==> config.mk <==
export PLATFORM = sky130hd
export DESIGN_NAME = vga_timing_gen
export DESIGN_NICKNAME = d
export VERILOG_FILES = /design/src/rtl/vga_timing_gen.sv
export SDC_FILE = /design/constraint.sdc
export NUM_CORES = 1
export LEC_CHECK = 0
export ABC_CLOCK_PERIOD_IN_PS = 2200
export CORE_ASPECT_RATIO = 0.5
export CORE_MARGIN = 5
export CORE_UTILIZATION = 40
export DETAILED_ROUTE_END_ITERATION = 7
export GPL_ROUTABILITY_DRIVEN = 0
export PLACE_DENSITY = 0.73
export SLEW_MARGIN = 30
export SYNTH_ARGS = -nofsm -noshare
export SYNTH_HDL_FRONTEND = slang
export SYNTH_SLANG_ARGS = --single-unit
==> constraint.sdc <==
create_clock -name clk -period 2.2 [get_ports clk]
set_clock_uncertainty 0.05 [all_clocks]
set_input_delay 0.22 -clock clk [delete_from_list [all_inputs] [get_ports clk]]
set_output_delay 0.22 -clock clk [all_outputs]
set_load 0.03 [all_outputs]
==> src/rtl/vga_timing_gen.sv <==
// vga_timing_gen: raster timing with pixel coordinates, syncs, blanking and frame pulse.
// Optional VGA_BLINK_EN adds a 64-frame blink square wave on port blink.
module vga_timing_gen #(
    parameter int   H_VIS  = 800,
    parameter int   H_FP   = 56,
    parameter int   H_SYNC = 120,
    parameter int   H_BP   = 64,
    parameter int   V_VIS  = 600,
    parameter int   V_FP   = 37,
    parameter int   V_SYNC = 6,
    parameter int   V_BP   = 23,
    parameter logic HS_POL = 1'b1,
    parameter logic VS_POL = 1'b1
) (
    input  logic        clk,
    input  logic        reset_n,
    input  logic        pix_ce,
    output logic [10:0] pixel_x,
    output logic [9:0]  pixel_y,
    output logic        hsync,
    output logic        vsync,
    output logic        video_on,
`ifdef VGA_BLINK_EN
    output logic        frame_start,
    output logic        blink
`else
    output logic        frame_start
`endif
);
    localparam logic [10:0] H_LAST  = 11'(H_VIS + H_FP + H_SYNC + H_BP - 1);
    localparam logic [9:0]  V_LAST  = 10'(V_VIS + V_FP + V_SYNC + V_BP - 1);
    localparam logic [10:0] HS_BEG  = 11'(H_VIS + H_FP);
    localparam logic [10:0] HS_END  = 11'(H_VIS + H_FP + H_SYNC);
    localparam logic [9:0]  VS_BEG  = 10'(V_VIS + V_FP);
    localparam logic [9:0]  VS_END  = 10'(V_VIS + V_FP + V_SYNC);
    localparam logic [10:0] H_VIS_W = 11'(H_VIS);
    localparam logic [9:0]  V_VIS_W = 10'(V_VIS);
    logic [10:0] h_cnt, h_nxt;
    logic [9:0]  v_cnt, v_nxt;
    logic        h_wrap, v_wrap;
    always_comb begin
        h_wrap = h_cnt == H_LAST;
        v_wrap = v_cnt == V_LAST;
        h_nxt  = h_wrap ? 11'd0 : h_cnt + 11'd1;
        v_nxt  = h_wrap ? (v_wrap ? 10'd0 : v_cnt + 10'd1) : v_cnt;
    end
    // Flags decode the next count so they line up with the coordinates they accompany.
    always_ff @(posedge clk or negedge reset_n) begin
        if (!reset_n) begin
            h_cnt       <= '0;
            v_cnt       <= '0;
            hsync       <= ~HS_POL;
            vsync       <= ~VS_POL;
            video_on    <= 1'b1;
            frame_start <= 1'b0;
        end else if (pix_ce) begin
            h_cnt       <= h_nxt;
            v_cnt       <= v_nxt;
            hsync       <= (h_nxt >= HS_BEG && h_nxt < HS_END) ? HS_POL : ~HS_POL;
            vsync       <= (v_nxt >= VS_BEG && v_nxt < VS_END) ? VS_POL : ~VS_POL;
            video_on    <= h_nxt < H_VIS_W && v_nxt < V_VIS_W;
            frame_start <= h_wrap && v_wrap;
        end else begin
            frame_start <= 1'b0;
        end
    end
    assign pixel_x = h_cnt;
    assign pixel_y = v_cnt;
`ifdef VGA_BLINK_EN
    logic [4:0] f_cnt;
    always_ff @(posedge clk or negedge reset_n) begin
        if (!reset_n) begin
            f_cnt <= '0;
            blink <= 1'b0;
        end else if (pix_ce && h_wrap && v_wrap) begin
            f_cnt <= f_cnt + 5'd1;
            blink <= (&f_cnt) ? ~blink : blink;
        end
    end
`endif
endmodule

# Word level (Yosys, flattened, before mapping)
# Cells that the tools add are included.
dict set report word_totals {
  reg_bits 25
  latch_bits 0
  ramBits 0
  romBits 0
  in_bits 3
  mem_count 0
}
dict set report op_classes {
  add_sub_neg 2
  n_mul 0
  div 0
  magnitude_cmp 6
  n_eq_ne 2
  shifts 0
  muxes 6
  n_bitwise 0
  n_reduce_logical 4
}
# operator n
set ops {}
lappend ops {{less-than comparator 11 x 10 -> 1 bit (second input constant)} 2}
lappend ops {{less-than comparator 10 bit (second input constant)} 2}
lappend ops {{2-to-1 mux 10 bit} 2}
lappend ops {{adder 11 x 1 -> 11 bit (second input constant)} 1}
lappend ops {{equality test 11 bit (second input constant)} 1}
lappend ops {{>= comparator 11 x 10 -> 1 bit (second input constant)} 1}
lappend ops {{2-to-1 mux 11 bit} 1}
lappend ops {{adder 10 x 1 -> 10 bit (second input constant)} 1}
lappend ops {{equality test 10 bit (second input constant)} 1}
lappend ops {{>= comparator 10 bit (second input constant)} 1}
lappend ops {{logical AND 1 bit} 4}
lappend ops {{2-to-1 mux 1 bit} 3}

# Depth between registers and ports, before layout
# Gate-level depths: netlist of the first run.
dict set report depth {
  ltp_word 6
  mapped_depth 10
}

# Worst setup path after synthesis of the first run
# OpenSTA, ideal clock, no wires.
dict set report synth_timing {
  path_kind {flip-flop to flip-flop}
  from {register h_cnt[0], in the netlist pixel_x[0]}
  to {register video_on}
  arrival_time_ns 2.091
  required_time_ns 2.077
  slack_ns -0.014
  stages_incl_launch_ff 10
  synth_period_minus_slack_ns 2.214
  cell_sequence {dfrtp_1 > ha_1 > and3_1 > buf_2 > and2_1 > nand3_1 > and3_1 > nor3_1 > o21ai_0 > o2bb2ai_1}
}
dict set report synth_between {
  elab_chain_cells 4
  word_cells_on_any_way 7
  cone_classes {add/sub: 1; order compare: 2; eq/ne: 1; mux: 2; reduce/logical: 1}
}
# element line_no
set synth_rtl {}
lappend synth_rtl {{start: declaration} 38} ;# logic [10:0] h_cnt, h_nxt;
lappend synth_rtl {{start signal: assignment} 57} ;# h_cnt <= h_nxt;
lappend synth_rtl {{adder 11 x 1 -> 11 bit / equality test 11 bit (equally long branches)} {44, 42}}
lappend synth_rtl {{2-to-1 mux 11 bit / 2-to-1 mux 10 bit (equally long branches)} {44, 45}}
lappend synth_rtl {{less-than comparator 11 x 10 -> 1 bit / less-than comparator 10 bit (equally long branches)} 61} ;# video_on <= h_nxt < H_VIS_W && v_nxt < V_VIS_W;
lappend synth_rtl {{logical AND 1 bit (*)} 61}
lappend synth_rtl {{end signal: assignment} 61}
lappend synth_rtl {{end: declaration} 22} ;# output logic video_on,
# Every way passes the cells marked *; elsewhere a longest branch is shown, timed or not.
# A chain may end at the register's enable or synchronous reset.

# Worst setup path in the final report of the first run
dict set report layout_timing {
  from {register h_cnt[9], in the netlist pixel_x[9]}
  to {register vsync}
}
dict set report layout_between {
  elab_chain_cells 5
  word_cells_on_any_way 6
  cone_classes {order compare: 2; eq/ne: 1; mux: 2; reduce/logical: 1}
}
# element line_no
set layout_rtl {}
lappend layout_rtl {{equality test 11 bit (*)} 42} ;# h_wrap = h_cnt == H_LAST;
lappend layout_rtl {{2-to-1 mux 10 bit (*)} 45} ;# v_nxt = h_wrap ? (v_wrap ? 10'd0 : v_cnt + 10'd1) : v_cnt;
lappend layout_rtl {{>= comparator 10 bit / less-than comparator 10 bit (equally long branches)} 60} ;# vsync <= (v_nxt >= VS_BEG && v_nxt < VS_END) ? VS_POL : ~VS_POL;
lappend layout_rtl {{logical AND 1 bit (*)} 60}
lappend layout_rtl {{2-to-1 mux 1 bit (*)} 60}
lappend layout_rtl {{end signal: assignment} 53} ;# vsync <= ~VS_POL;
lappend layout_rtl {{end signal: assignment} 60}
lappend layout_rtl {{end: declaration} 21} ;# output logic vsync,
# Marked as above.

==> results of run 1 <==
power groups by stage:
stage	sequential, W	clock (W)	combinational, W
after CTS	0.000616	0.000294	0.000898
after detailed placement	0.000625	0	0.000893
after global routing	0.000642	0.000305	0.00102
final	0.000625	0.000288	0.000938
after global placement	0.000620	0	0.000868
after floorplan	0.000802	0	0.000340
through the flow:
stage	setup TNS [ps]	total power, W
finish	0	0.00185
global route	-99.3	0.00196
CTS	0	0.00181
detailed placement	-10.6	0.00152
global placement	0	0.00149
floorplan	-0.807	0.00114
area by class of cell:
| cell class | instances | area, um2 | share of cell area |
|---|---|---|---|
| multi-input combinational | 160 | 1130 | 0.463 |
| sequential | 25 | 633 | 0.260 |
| timing repair buffer | 62 | 537 | 0.220 |
| tap | 57 | 71.3 | 0.0292 |
| clock buffer | 3 | 41.3 | 0.0169 |
| inverter | 6 | 22.5 | 0.00924 |
| clock inverter | 1 | 5.00 | 0.00205 |
per-layer routing:
layer	routed length [um]	track usage	vias up
li1	-	-	861
met5	0	0	-
met3	288	0.0328	13
met2	2450	0.289	63
met1	2010	0.191	845
met4	97	0.0535	0
registers in the layout, indices dropped and copies added, names as in the netlist:
register,count
video_on,1
hsync,1
pixel_y,10
pixel_x,11
vsync,1
frame_start,1
final timing paths:
kind | depth (start not counted) | slack (ps) | endpoint | startpoint
max | 7 | 100 | vsync | pixel_x[9]
min | 2 | 250 | pixel_y[3] | reset_n
max reg2reg | 7 | 100 | vsync | pixel_x[9]
min reg2reg | 1 | 430 | video_on | video_on
max in group asynchronous | 2 | 1550 | video_on | reset_n
min in group clk | 1 | 430 | video_on | video_on
what timing repair did:
item                       CTS  global route
buffers inserted             0             3
setup endpoints to repair    2             2
hold buffers                 0             0
gates resized for setup      4            19
pin swaps                    0            10
cell usage in the layout, fill, tap and decap left out, types with 3 or more instances in the layout:
cell and n:
buf_4 34, nand3_1 8, and3_1 8, a22oi_1 3
or3_1 4, nand2_1 16, inv_1 6, ha_1 3
dfrtp_2 5, xnor2_1 9, dfrtp_1 19, clkdlybuf4s50_1 27
and2_1 3, nor3_1 5, o21ai_0 13, clkbuf_8 3
a31oi_1 4, nor2_1 22, a21oi_1 10, o31ai_1 5
cell families after synthesis:
family / synth area share
and+or+nand+nor: 0.279
AOI/OAI and AO/OA: 0.206
buffers and inverters: 0.0644
DFF: 0.354
xor gates and xnor gates: 0.0637
adders and majority gates: 0.0212
muxes: 0.0113
worst reg2reg max path, cell delays in order (launching register included):
cell	delay, ps
dfrtp_1	430
nor4b_4	370
nand3_4	170
nor4_4	290
xor2_2	240
nor2_1	60
a32o_1	220
a31o_1	170
==> impl_metrics.py, run 1 <==
metrics = {
    "sta": {
        "post-route-min-period_ps": 2100,
        "fin_ws_ps": 104,
        "max_freq_mhz": 477,
        "worst_pin_slew_ps": 363,
        "finalMaxSlewViolations": 0,
        "whs_ps": 251,
        "fin_crit_sh": 0.953,
        "hold_viol_final": 0,
        "setup_viol": 0,
        "relSlewSlack": 0.758,
        "rsz0062_at_grt": "true",
    },
    "floorplanning": {
        "die-area_mm2": 0.00593,
        "die_w_um": 104,
        "rows": 17,
        "die_y_um": 57.0,
        "pin_count": 28,
        "core_mm2": 0.00434,
        "start_util": 0.408,
    },
    "placed_design": {
        "dp_hpwl_um": 3550,
        "io_buffers": 27,
        "pre_cts_ws_ps": -10.6,
        "dpl.cell_count": 307,
        "placed_cell_area_mm2": 0.00226,
    },
    "cts": {
        "insertion_delay_ps": 270,
        "cts_tree": "done",
        "cts_root_buf": "clkbuf_8",
        "cts_buffer_depth": 2,
        "cts_buffers": 3,
        "clk_pin_slew_ps": 100,
        "clock_sinks": 25,
        "htree_levels": 1,
    },
    "synth": {
        "synthesis.area_mm2": 0.00177,
        "ys_top_cells_by_count": "dfrtp_1, nor2_1, nand2_1, o21ai_0",
        "synth_area_leaders": "dfrtp_1, xnor2_1, nor2_1, and3_1, o21ai_0",
        "ys_types": 48,
        "ys_warn_count": 0,
        "synth_edf_count": 0,
        "yosysSeqAreaShare": 0.354,
        "ys_async_sr_fraction": 1.00,
        "yosys.cell_count.top_type": "dfrtp_1",
        "synth_top_area_frac": 0.339,
        "ys.flop_type": "dfrtp_1",
        "ys_ff_latch": 25,
        "synth.largest_area_cell": "dfrtp_1",
        "syn-num-nets": 217,
        "synth.avg_cell_area_um2": 8.38,
        "synthCells": 211,
    },
    "route": {
        "num_vias": 1782,
        "totalWireLength_um": 4850,
        "ant_nets": 0,
        "drcViolationCount": 0,
        "first_iter_violations": 132,
        "routedWlPerCell_um": 15.4,
        "dr.pass1.iters": 4,
        "viasPerCell": 5.68,
    },
    "pwr": {
        "switching_power_w": 0.000753,
        "leakage_nw": 1.01,
        "pwr_density_cell_mw_per_mm2": 759,
        "p_int_w": 0.00110,
        "pwr-share-comb": 0.507,
        "peakVddDrop_mv": 0.294,
        "swShare": 0.407,
        "p_seq_frac": 0.338,
        "clkPwrFrac": 0.156,
    },
    "critical_path": {
        "crit_path_max_incr_delay_ps": 430,
        "critPathBufInv": 0,
        "crit_fanout": 6,
        "worstSetupPathType": "flip-flop to flip-flop",
        "critical_path_arrival_ps": 2220,
        "worstPathCellList": "nor4b_4 > nand3_4 > nor4_4 > xor2_2 > nor2_1 > a32o_1 > a31o_1",
        "critPathTopFamily": "simple AND/OR/NAND/NOR gates",
        "slowest_stage": "dfrtp_1",
        "endpoint_kind": "flip-flop",
        "crit_required_ps": 2330,
        "cp-start-kind": "flip-flop",
    },
    "grt": {
        "grt_use_total": 0.159,
        "grt_overflow": 0,
        "antenna_found_initial": 0,
        "grt_max_degree": 26,
        "grt_pass1_wl_um": 7970,
        "grt_pass1_vias": 1704,
    },
    "final_layout": {
        "n_antenna_cell": 0,
        "final_core_util": 0.562,
        "finalInstanceArea_mm2": 0.00244,
        "final_cells": 314,
        "syn_to_final_growth_pct": 37.8,
        "fill_cells": 395,
        "drive_gt1_frac": 0.253,
        "final_nets": 264,
    },
    "outcome": {
        "status": "completed",
    },
    "hold_path": {
        "worstHoldPathType": "primary input to asynchronous set/reset pin",
    },
    "flow_run": {
        "drv_cap": 0,
    },
}
No activity file was read; power rests on OpenSTA's default activity.
==> run 2: changes to the inputs <==
Settings changed: ABC_CLOCK_PERIOD_IN_PS 2200 to 1710.
Clock period 2.2 ns to 1.71 ns, I/O delays scaled along.
==> impl_metrics.py, run 2 (synthesis gave the netlist of run 1 again) <==
metrics = {
    "critical_path": {
        "crit_fanout": 4,
        "cp-start-kind": "flip-flop",
        "reg2regPathDepth": 9,
        "crit_required_ps": 1870,
        "worstSetupPathType": "flip-flop to flip-flop",
        "endpoint_kind": "flip-flop",
        "critical_path_arrival_ps": 2350,
        "r2r-start": "pixel_y[8]",
        "ff2ff_setup_slack_ps": -480,
        "crit_start": "pixel_y[8]",
        "cp-endpoint": "video_on",
        "r2r_end": "video_on",
    },
    "route": {
        "routedWlPerCell_um": 18.9,
        "first_iter_violations": 194,
        "dr.pass1.iters": 4,
        "totalWireLength_um": 6610,
        "viasPerCell": 5.96,
        "num_vias": 2080,
        "ant_nets": 0,
        "drcViolationCount": 0,
    },
    "sta": {
        "finalMaxSlewViolations": 0,
        "post-route-min-period_ps": 2190,
        "tns_ps": -2600,
        "worst_pin_slew_ps": 423,
        "fin_ws_ps": -480,
        "setup_viol": 14,
        "hold_viol_final": 0,
        "fin_crit_sh": 1.28,
        "max_freq_mhz": 457,
        "relSlewSlack": 0.717,
        "rsz0062_at_grt": "true",
    },
    "grt": {
        "antenna_found_initial": 0,
        "grt_use_total": 0.214,
        "grt_max_degree": 26,
        "grt_pass1_vias": 2118,
        "grt_pass1_wl_um": 10500,
        "grt_overflow": 0,
    },
    "outcome": {
        "violations": "setup timing",
        "status": "finished with violations",
    },
    "cts": {
        "cts_buffer_depth": 2,
        "cts_root_buf": "clkbuf_8",
        "insertion_delay_ps": 280,
        "clock_sinks": 25,
        "clk_pin_slew_ps": 100,
        "cts_buffers": 3,
        "holdBufCountCts": 0,
        "htree_levels": 1,
        "cts_tree": "done",
    },
    "final_layout": {
        "syn_to_final_growth_pct": 69.1,
        "fill_cells": 305,
        "final_common_cell": "buf_4",
        "final_cell_mix": "buf_4, dfrtp_2, nor2_1, nand2_1, dlygate4sd2_1",
        "final_core_util": 0.689,
        "drive_gt1_frac": 0.503,
        "n_antenna_cell": 0,
        "largest_reg_flops": 11,
        "final_nets": 299,
    },
    "hold_path": {
        "worstHoldPathType": "primary input to asynchronous set/reset pin",
    },
    "pwr": {
        "pwr_density_cell_mw_per_mm2": 890,
        "peakVddDrop_mv": 0.458,
        "leakage_nw": 1.36,
    },
    "placed_design": {
        "pre_cts_ws_ps": -480,
        "dp_hpwl_um": 3970,
        "io_buffers": 27,
    },
    "floorplanning": {
        "die_y_um": 57.0,
        "pin_count": 28,
        "die-area_mm2": 0.00593,
        "die_w_um": 104,
        "core_mm2": 0.00434,
        "start_util": 0.408,
        "rows": 17,
    },
    "flow_run": {
        "drv_cap": 0,
    },
}
## run 2: cell count changes in the layout (fill, tap and decap cells not counted), sizes merged
cell           before  now
buf                35   70
clkdlybuf4s50      27    7
clkinv              1    0
clkinvlp            0    1
dlygate4sd2         0   11
dlymetal6s2s        0    9
## run 2: what timing repair did
| item | 4_1_cts | 5_1_grt |
|---|---|---|
| setup endpoints to repair | 25 | 24 |
| gates resized for setup | 52 | 24 |
| pin swaps | 20 | 6 |
| setup buffers | 6 | 3 |
## run 2: metrics by stage
stage	cell area, um2	total power (W)	instances	hold WS, ps
after floorplan	1990	0.00162	211	-175
after global placement	2640	0.00212	337	419
after detailed placement	2640	0.00215	337	419
after CTS	2890	0.00261	347	215
after global routing	2990	0.00281	349	242
final	2990	0.00266	349	205
## run 2: power breakdown
part	switching [W]	total, W	internal, W
registers	0.000109	0.000822	0.000713
logic	0.000792	0.00144	0.000652
clock network	0.000229	0.000395	0.000166
## run 2: worst min-delay path by stage
stage | endpoint | slack [ps] | cells past startpoint
after global placement | video_on | 420 | 1
final | pixel_y[3] | 200 | 2
after detailed placement | video_on | 420 | 1
after floorplan | frame_start | -170 | 0
after global routing | pixel_y[5] | 240 | 2
after CTS | pixel_y[5] | 210 | 2
## run 2: critical path, stage by stage (launching register included)
cell and delay [ps]:
dfrtp_2 440, nor4bb_4 340, and4_4 320, buf_6 120, o21ai_2 70, a22oi_2 210
buf_4 170, nor3_2 50, a22o_1 210, o2bb2ai_1 150
## run 2: area by class of cell
class,count,area [um2],area share
well taps,57,71.3,0.0238
multi-input cells,160,1350,0.452
flip-flops and latches,25,651,0.217
clock buffers,3,41.3,0.0138
inverters,6,22.5,0.00753
clock inverters,1,7.51,0.00251
repair buffers,97,846,0.283
## run 2: routing by layer
layer	wire (um)	vias up	track usage
li1	-	924	-
met1	2820	1015	0.273
met2	3130	104	0.361
met3	399	37	0.0418
met4	265	0	0.0867
met5	0	-	0
